`src/rtl/fetch_unit.sv`:
```
// Instruction fetch unit: latches opcode/operand bytes from ROM, tracks fetch
// sequencing with a small FSM and maintains the program counter.
module fetch_unit #(
    parameter int AW = 8,
    parameter int DW = 8
) (
    input  logic          clk,
    input  logic          rst,
    input  logic [1:0]    fetch,
    input  logic          PC_en,
    input  logic          pc_chg_en,
    input  logic          ad_sel,
    input  logic [DW-1:0] rom_data,
    output logic [3:0]    ins,
    output logic [3:0]    reg_addr,
    output logic [AW-1:0] operand,
    output logic [AW-1:0] pc,
    output logic [AW-1:0] addr,
    output logic          ir_valid,
    output logic          opnd_valid,
    output logic          seq_err
);

    typedef enum logic [1:0] {
        EMPTY = 2'd0,
        OPC   = 2'd1,
        OPND  = 2'd2
    } fetchState_t;

    fetchState_t   r_state;
    logic [3:0]    r_ins;
    logic [3:0]    r_regAddr;
    logic [AW-1:0] r_operand;
    logic [AW-1:0] r_pc;
    logic          r_irValid;
    logic          r_opndValid;
    logic          r_seqErr;
    logic [AW-1:0] w_romOp;

    // Operand/jump target is the ROM byte resized to the address width.
    generate
        if (AW <= DW) begin : g_romTrunc
            assign w_romOp = rom_data[AW-1:0];
        end else begin : g_romExt
            assign w_romOp = {{(AW-DW){1'b0}}, rom_data};
        end
    endgenerate

    always_ff @(posedge clk) begin
        if (rst) begin
            r_state     <= EMPTY;
            r_ins       <= 4'h0;
            r_regAddr   <= 4'h0;
            r_operand   <= '0;
            r_pc        <= '0;
            r_irValid   <= 1'b0;
            r_opndValid <= 1'b0;
            r_seqErr    <= 1'b0;
        end else begin
            r_seqErr <= 1'b0;
            case (fetch)
                2'b01: begin
                    r_ins       <= rom_data[7:4];
                    r_regAddr   <= rom_data[3:0];
                    r_state     <= OPC;
                    r_irValid   <= 1'b1;
                    r_opndValid <= 1'b0;
                end
                2'b10: begin
                    if (r_state == EMPTY) begin
                        r_seqErr <= 1'b1;
                    end else begin
                        r_operand   <= w_romOp;
                        r_state     <= OPND;
                        r_opndValid <= 1'b1;
                    end
                end
                2'b11: begin
                    r_seqErr <= 1'b1;
                end
                default: begin
                end
            endcase

            // PC path is decoupled from the fetch FSM; a jump taken while the
            // operand is being fetched uses the ROM byte directly.
            if (PC_en) begin
                if (pc_chg_en) begin
                    if (fetch == 2'b10) begin
                        r_pc <= w_romOp;
                    end else begin
                        r_pc <= r_operand;
                    end
                end else begin
                    r_pc <= r_pc + AW'(1);
                end
            end
        end
    end

    assign ins        = r_ins;
    assign reg_addr   = r_regAddr;
    assign operand    = r_operand;
    assign pc         = r_pc;
    assign ir_valid   = r_irValid;
    assign opnd_valid = r_opndValid;
    assign seq_err    = r_seqErr;
    assign addr       = ad_sel ? r_operand : r_pc;

endmodule

```
`config.mk`:
```
export PLATFORM = sky130hd
export DESIGN_NAME = fetch_unit
export DESIGN_NICKNAME = d
export VERILOG_FILES = /design/src/rtl/fetch_unit.sv
export SDC_FILE = /design/constraint.sdc
export NUM_CORES = 1
export LEC_CHECK = 0
export BUFFER_PORTS_ARGS = -buffer_cell sky130_fd_sc_hd__buf_2
export CAP_MARGIN = 20
export CORE_MARGIN = 2
export CORE_UTILIZATION = 48
export CTS_CLUSTER_SIZE = 20
export DETAILED_ROUTE_END_ITERATION = 8
export GPL_TIMING_DRIVEN = 0
export HOLD_SLACK_MARGIN = 0.1
export MAX_ROUTING_LAYER = met4
export PLACE_DENSITY = 0.74
export SYNTH_ARGS = -nofsm -noshare
export SYNTH_HDL_FRONTEND = slang
export SYNTH_SLANG_ARGS = --single-unit
```
`constraint.sdc`:
```
create_clock -name clk -period 1.5 [get_ports clk]
set_input_delay 0.15 -clock clk [delete_from_list [all_inputs] [get_ports clk]]
set_output_delay 0.15 -clock clk [all_outputs]
set_load 0.005 [all_outputs]
```
-- Yosys cells after proc, flatten, opt, wreduce, memory -nomap -nowiden
Index checks and enable logic that the tools add are counted.
Widths: inputs -> output; s select.
- input port bits: 15
- logic and storage cells: 27
- register bits: 29
- output and inout port bits: 35
- add/sub/neg operators: 1
- bitwise logic cells: 1
- equal/unequal tests: 4
- mux-type cells: 9
- reductions and logical operators: 4
- operators by type and width (operator ; number):
    $mux 8 ; 3
    $add 8x1->8 const B ; 1
    $eq 2x2->1 const B ; 2
    $pmux 1 s2 ; 2
    $pmux 2 s2 ; 1
    $reduce_and 2->1 ; 2
    $eq 2x1->1 const B ; 1
    $logic_not 2->1 ; 1
    $mux 1 ; 2
    $mux 2 ; 1
    $ne 2x2->1 const B ; 1
    $reduce_bool 2->1 ; 1
    $not 1->1 ; 1

-- Depth between registers and ports, before layout
- depth after elaboration: 3
- depth in mapped cells: 5
- gate-level depth less buffers: 4

-- Worst setup path before layout
Ideal clock, no wire load.
- path type: reg2reg
- start: register r_pc[2] (netlist: pc[2])
- end: register r_pc[5] (netlist: pc[5])
- period minus slack after synthesis: 1.225 ns
- path slack: 0.275 ns
- library setup time: 0.132 ns
- path buffers: 1
- required time: 1.368 ns
- data arrival time: 1.094 ns
- stages on the path, launching flop included: 6
- cell sequence: dfxtp_1 buf_2 and3_1 a31o_2 a21oi_1 a211oi_2
- cells in the longest elaborated chain, start to end: 2
- RTL lines (element ; RTL line ; text):
    from (decl) ; 34 ; logic [AW-1:0] r_pc;
    from (signal assigned) ; 90 ; r_pc <= w_romOp;
    from (signal assigned) ; 92 ; r_pc <= r_operand;
    from (signal assigned) ; 95 ; r_pc <= r_pc + AW'(1);
    $add 8x1->8 ; 95 ;
    $mux 8 ; 88 ; if (pc_chg_en) begin
Every way passes these cells.
A chain may end at the register's enable or synchronous reset.

-- Worst setup path after layout
- start: input fetch[1]
- end: register r_pc[2] (netlist: pc[2])
- cells in the longest elaborated chain, start to end: 3
- RTL lines (element ; RTL line ; text):
    from (decl) ; 9 ; input logic [1:0] fetch,
    $eq 2x2->1 ; 89 ; if (fetch == 2'b10) begin
    $mux 8 ; 89 ;
    $mux 8 ; 88 ;
Every way passes these cells.

==> impl_metrics.tcl <==
set metrics [dict create \
    ys_types 39 \
    yosysWarnings 0 \
    dr.pass1.iters 5 \
    first_iter_violations 64 \
    ys_ff_latch 28 \
    worst-path-stages 7 \
    crit_slowest_cell "dlygate4sd3_1" \
    vdd_drop_max_v 0.000677 \
    grt_overflow_total 0 \
    reg2reg_depth 4 \
    cp_max_fo 8 \
    clockRootBuffer "clkbuf_4" \
    vias_per_cell 5.74 \
    grt_pass1_vias 1327 \
    hold_violations 0 \
    r2r_end "pc[6]" \
    syn_area_sq_mm 0.00138 \
    rsz0062_at_grt "no" \
    max_stage_delay_ps 520 \
    num_io_pins 50 \
    synth_seq_area_share 0.405 \
    slew_headroom 0.665 \
    hp-class "primary input to flip-flop" \
    clock_skew_ps 2.34 \
    period_minus_slack_ps 1450 \
    setup_tns_ps 0 \
    crit_end "pc[2]" \
    design_area_sq_mm 0.00180 \
    wl_per_cell_um 14.7 \
    p_total_mw 1.44 \
    r2r-start "pc[1]" \
    route.detailed.drc 0 \
    cts_tree "done" \
    maxClockFrequency_ghz 0.688 \
    cap_violations 0 \
    syn_area_per_cell_sq_um 8.19 \
    design.core.area_sq_mm 0.00276 \
    power_density_mw_per_mm2 800 \
    rows 19 \
    power.leakage_nw 0.787 \
    use_met3 0.0313 \
    cts_sinks 28 \
    finalSetupViolCount 0 \
    hpwl_mm 2.69 \
    crit_chain "dlygate4sd3_1, buf_2, nor2b_4, buf_6, mux2_4, a221oi_2, nor3_1" \
    critPathLaunch "fetch[1]" \
    arrival_ps 1680 \
    drive_gt1_frac 0.306 \
    synthCells 169 \
    maxSlewViolCount 0 \
    gp_congestion 0.792 \
    critPathTopFamily "buffers and inverters" \
    place_inst 247 \
    die_w_um 57.7 \
    clock_latency_ps 340 \
    cts_buffer_depth 2 \
    finalCritPeriodShare 0.969 \
    cts_buffers 3 \
    final_common_cell "buf_2" \
    antennaDiodeCount 0 \
    fin_ws_ps 46.3 \
    ctsHtreeMaxLevel 1 \
    dieArea_sq_mm 0.00333 \
    fin_cells 260 \
    dpl_cell_area_sq_mm 0.00166 \
    final_cell_mix "50 x buf_2, 32 x nand2_1, 28 x dfxtp_1" \
    grt_util_met1 0.292 \
    critPathKind "primary input to flip-flop" \
    syn_to_final_growth_pct 29.7 \
    syn_nets 185 \
    numPortBuffers 47 \
    worst_setup_path_start_kind "primary input" \
    vias 1493 \
    grt_max_degree 16 \
    grt_usage 0.237 \
    clk_pin_slew_ps 160 \
    r2r_slack_ps 90 \
    antenna_found_initial 0 \
    routed_wl_mm 3.82 \
    tightest_slew_ps 503 \
    grt_pass1_wl_mm 6.07 \
    worstPathRequired_ps 1730 \
    crit_buf_inv 3 \
    dieHeight_um 57.7 \
    ant_nets 0 \
    outcome "completed" \
    pre_cts_ws_ps 172 \
    start_util 0.502 \
    top_usage_layer "met2" \
    grtUsageMet2 0.391 \
    final_nets 246 \
    cp-end-kind "flip-flop" \
]
[where the power goes]
part	total, mW	internal, mW	switching [mW]	leakage [nW]
clock network	0.387	0.149	0.238	0.0210
registers	0.800	0.774	0.0257	0.228
logic	0.249	0.116	0.132	0.538
total	1.44	1.04	0.397	0.787
[sequential cells by signal, indices dropped and copies added (netlist names)]
name	flops
ir_valid	1
pc	8
ins	4
reg_addr	4
opnd_valid	1
seq_err	1
r_state	1
operand	8
[worst min-delay path by stage]
stage | from | to | slack (ps) | cells past startpoint
global placement | rom_data[5] | operand[5] | 420 | 3
global route | PC_en | pc[5] | 120 | 2
floorplan | rom_data[4] | ins[0] | 290 | 2
detailed placement | rom_data[5] | ins[1] | 430 | 3
CTS | PC_en | pc[5] | 110 | 2
finish | PC_en | pc[5] | 120 | 2
[synth_stat cells (all sizes together)]
| cell | instances | area share |
|---|---|---|
| nor3 | 3 | 0.011 |
| and3 | 2 | 0.0090 |
| nor2 | 12 | 0.038 |
| buf | 5 | 0.022 |
| a22oi | 1 | 0.0054 |
| nand4 | 2 | 0.0090 |
| o21ai | 14 | 0.051 |
| a31o | 2 | 0.013 |
| nand2 | 32 | 0.087 |
| nand3 | 3 | 0.011 |
| clkbuf | 7 | 0.019 |
| o311ai | 1 | 0.0063 |
| a21oi | 20 | 0.072 |
| mux2 | 9 | 0.076 |
| o22ai | 1 | 0.0045 |
| nand2b | 3 | 0.014 |
| nor2b | 4 | 0.020 |
| mux2i | 5 | 0.036 |
| ha | 1 | 0.0090 |
| dfxtp | 28 | 0.41 |
| inv | 3 | 0.0081 |
| o32a | 1 | 0.0072 |
| a2bb2oi | 1 | 0.0063 |
| a211oi | 1 | 0.0090 |
| o32ai | 1 | 0.0063 |
| nand3b | 1 | 0.0054 |
| a221oi | 1 | 0.011 |
| o22a | 1 | 0.0063 |
| a31oi | 1 | 0.0045 |
| nor3b | 2 | 0.011 |
| o221a | 1 | 0.0081 |
[worst reg2reg max path, stage by stage (launching register included)]
cell	delay, ps
dfxtp_1	460
ha_1	260
nand4_1	180
o32a_1	330
o22ai_1	120
[routing by layer]
| metal | wire length (um) | part of all wire | vias to the layer above |
|---|---|---|---|
| met5 | 0 | 0 | - |
| met4 | 73 | 0.019 | 0 |
| met2 | 1890 | 0.49 | 55 |
| li1 | - | - | 715 |
| met1 | 1660 | 0.43 | 712 |
| met3 | 201 | 0.053 | 11 |
[area by class of cell]
class | instances | area (sq um)
Multi-Input combinational cell | 126 | 763
Buffer | 11 | 52.6
Clock buffer | 4 | 36.3
Timing Repair Buffer | 57 | 333
Fill cell | 241 | 962
Sequential cell | 28 | 561
Inverter | 3 | 11.3
Tap cell | 31 | 38.8
[metrics by stage]
step	hold slack, ps	util
2_1_floorplan	286	-
3_3_place_gp	421	0.601
3_5_place_dp	427	0.601
4_1_cts	115	0.647
5_1_grt	120	0.651
6_report	116	0.651
[cell families (layout without fill, tap and decap cells)]
| logic type | after synthesis | after routing | share of synthesized area |
|---|---|---|---|
| AOI/OAI and AO/OA | 47 | 47 | 0.211 |
| adders and majority gates | 1 | 1 | 0.00904 |
| buffers and inverters | 15 | 75 | 0.0488 |
| DFF | 28 | 28 | 0.405 |
| muxes | 14 | 14 | 0.112 |
| and+or+nand+nor | 64 | 64 | 0.214 |
[what timing repair did]
action                                  in CTS  in global routing
hold endpoints to repair                    17                  0
endpoints found under the setup margin       0                  3
buffers inserted                             0                  1
hold buffers                                 9                  0
gates resized for setup                      0                  2
Power figures use the tool's default switching activity.
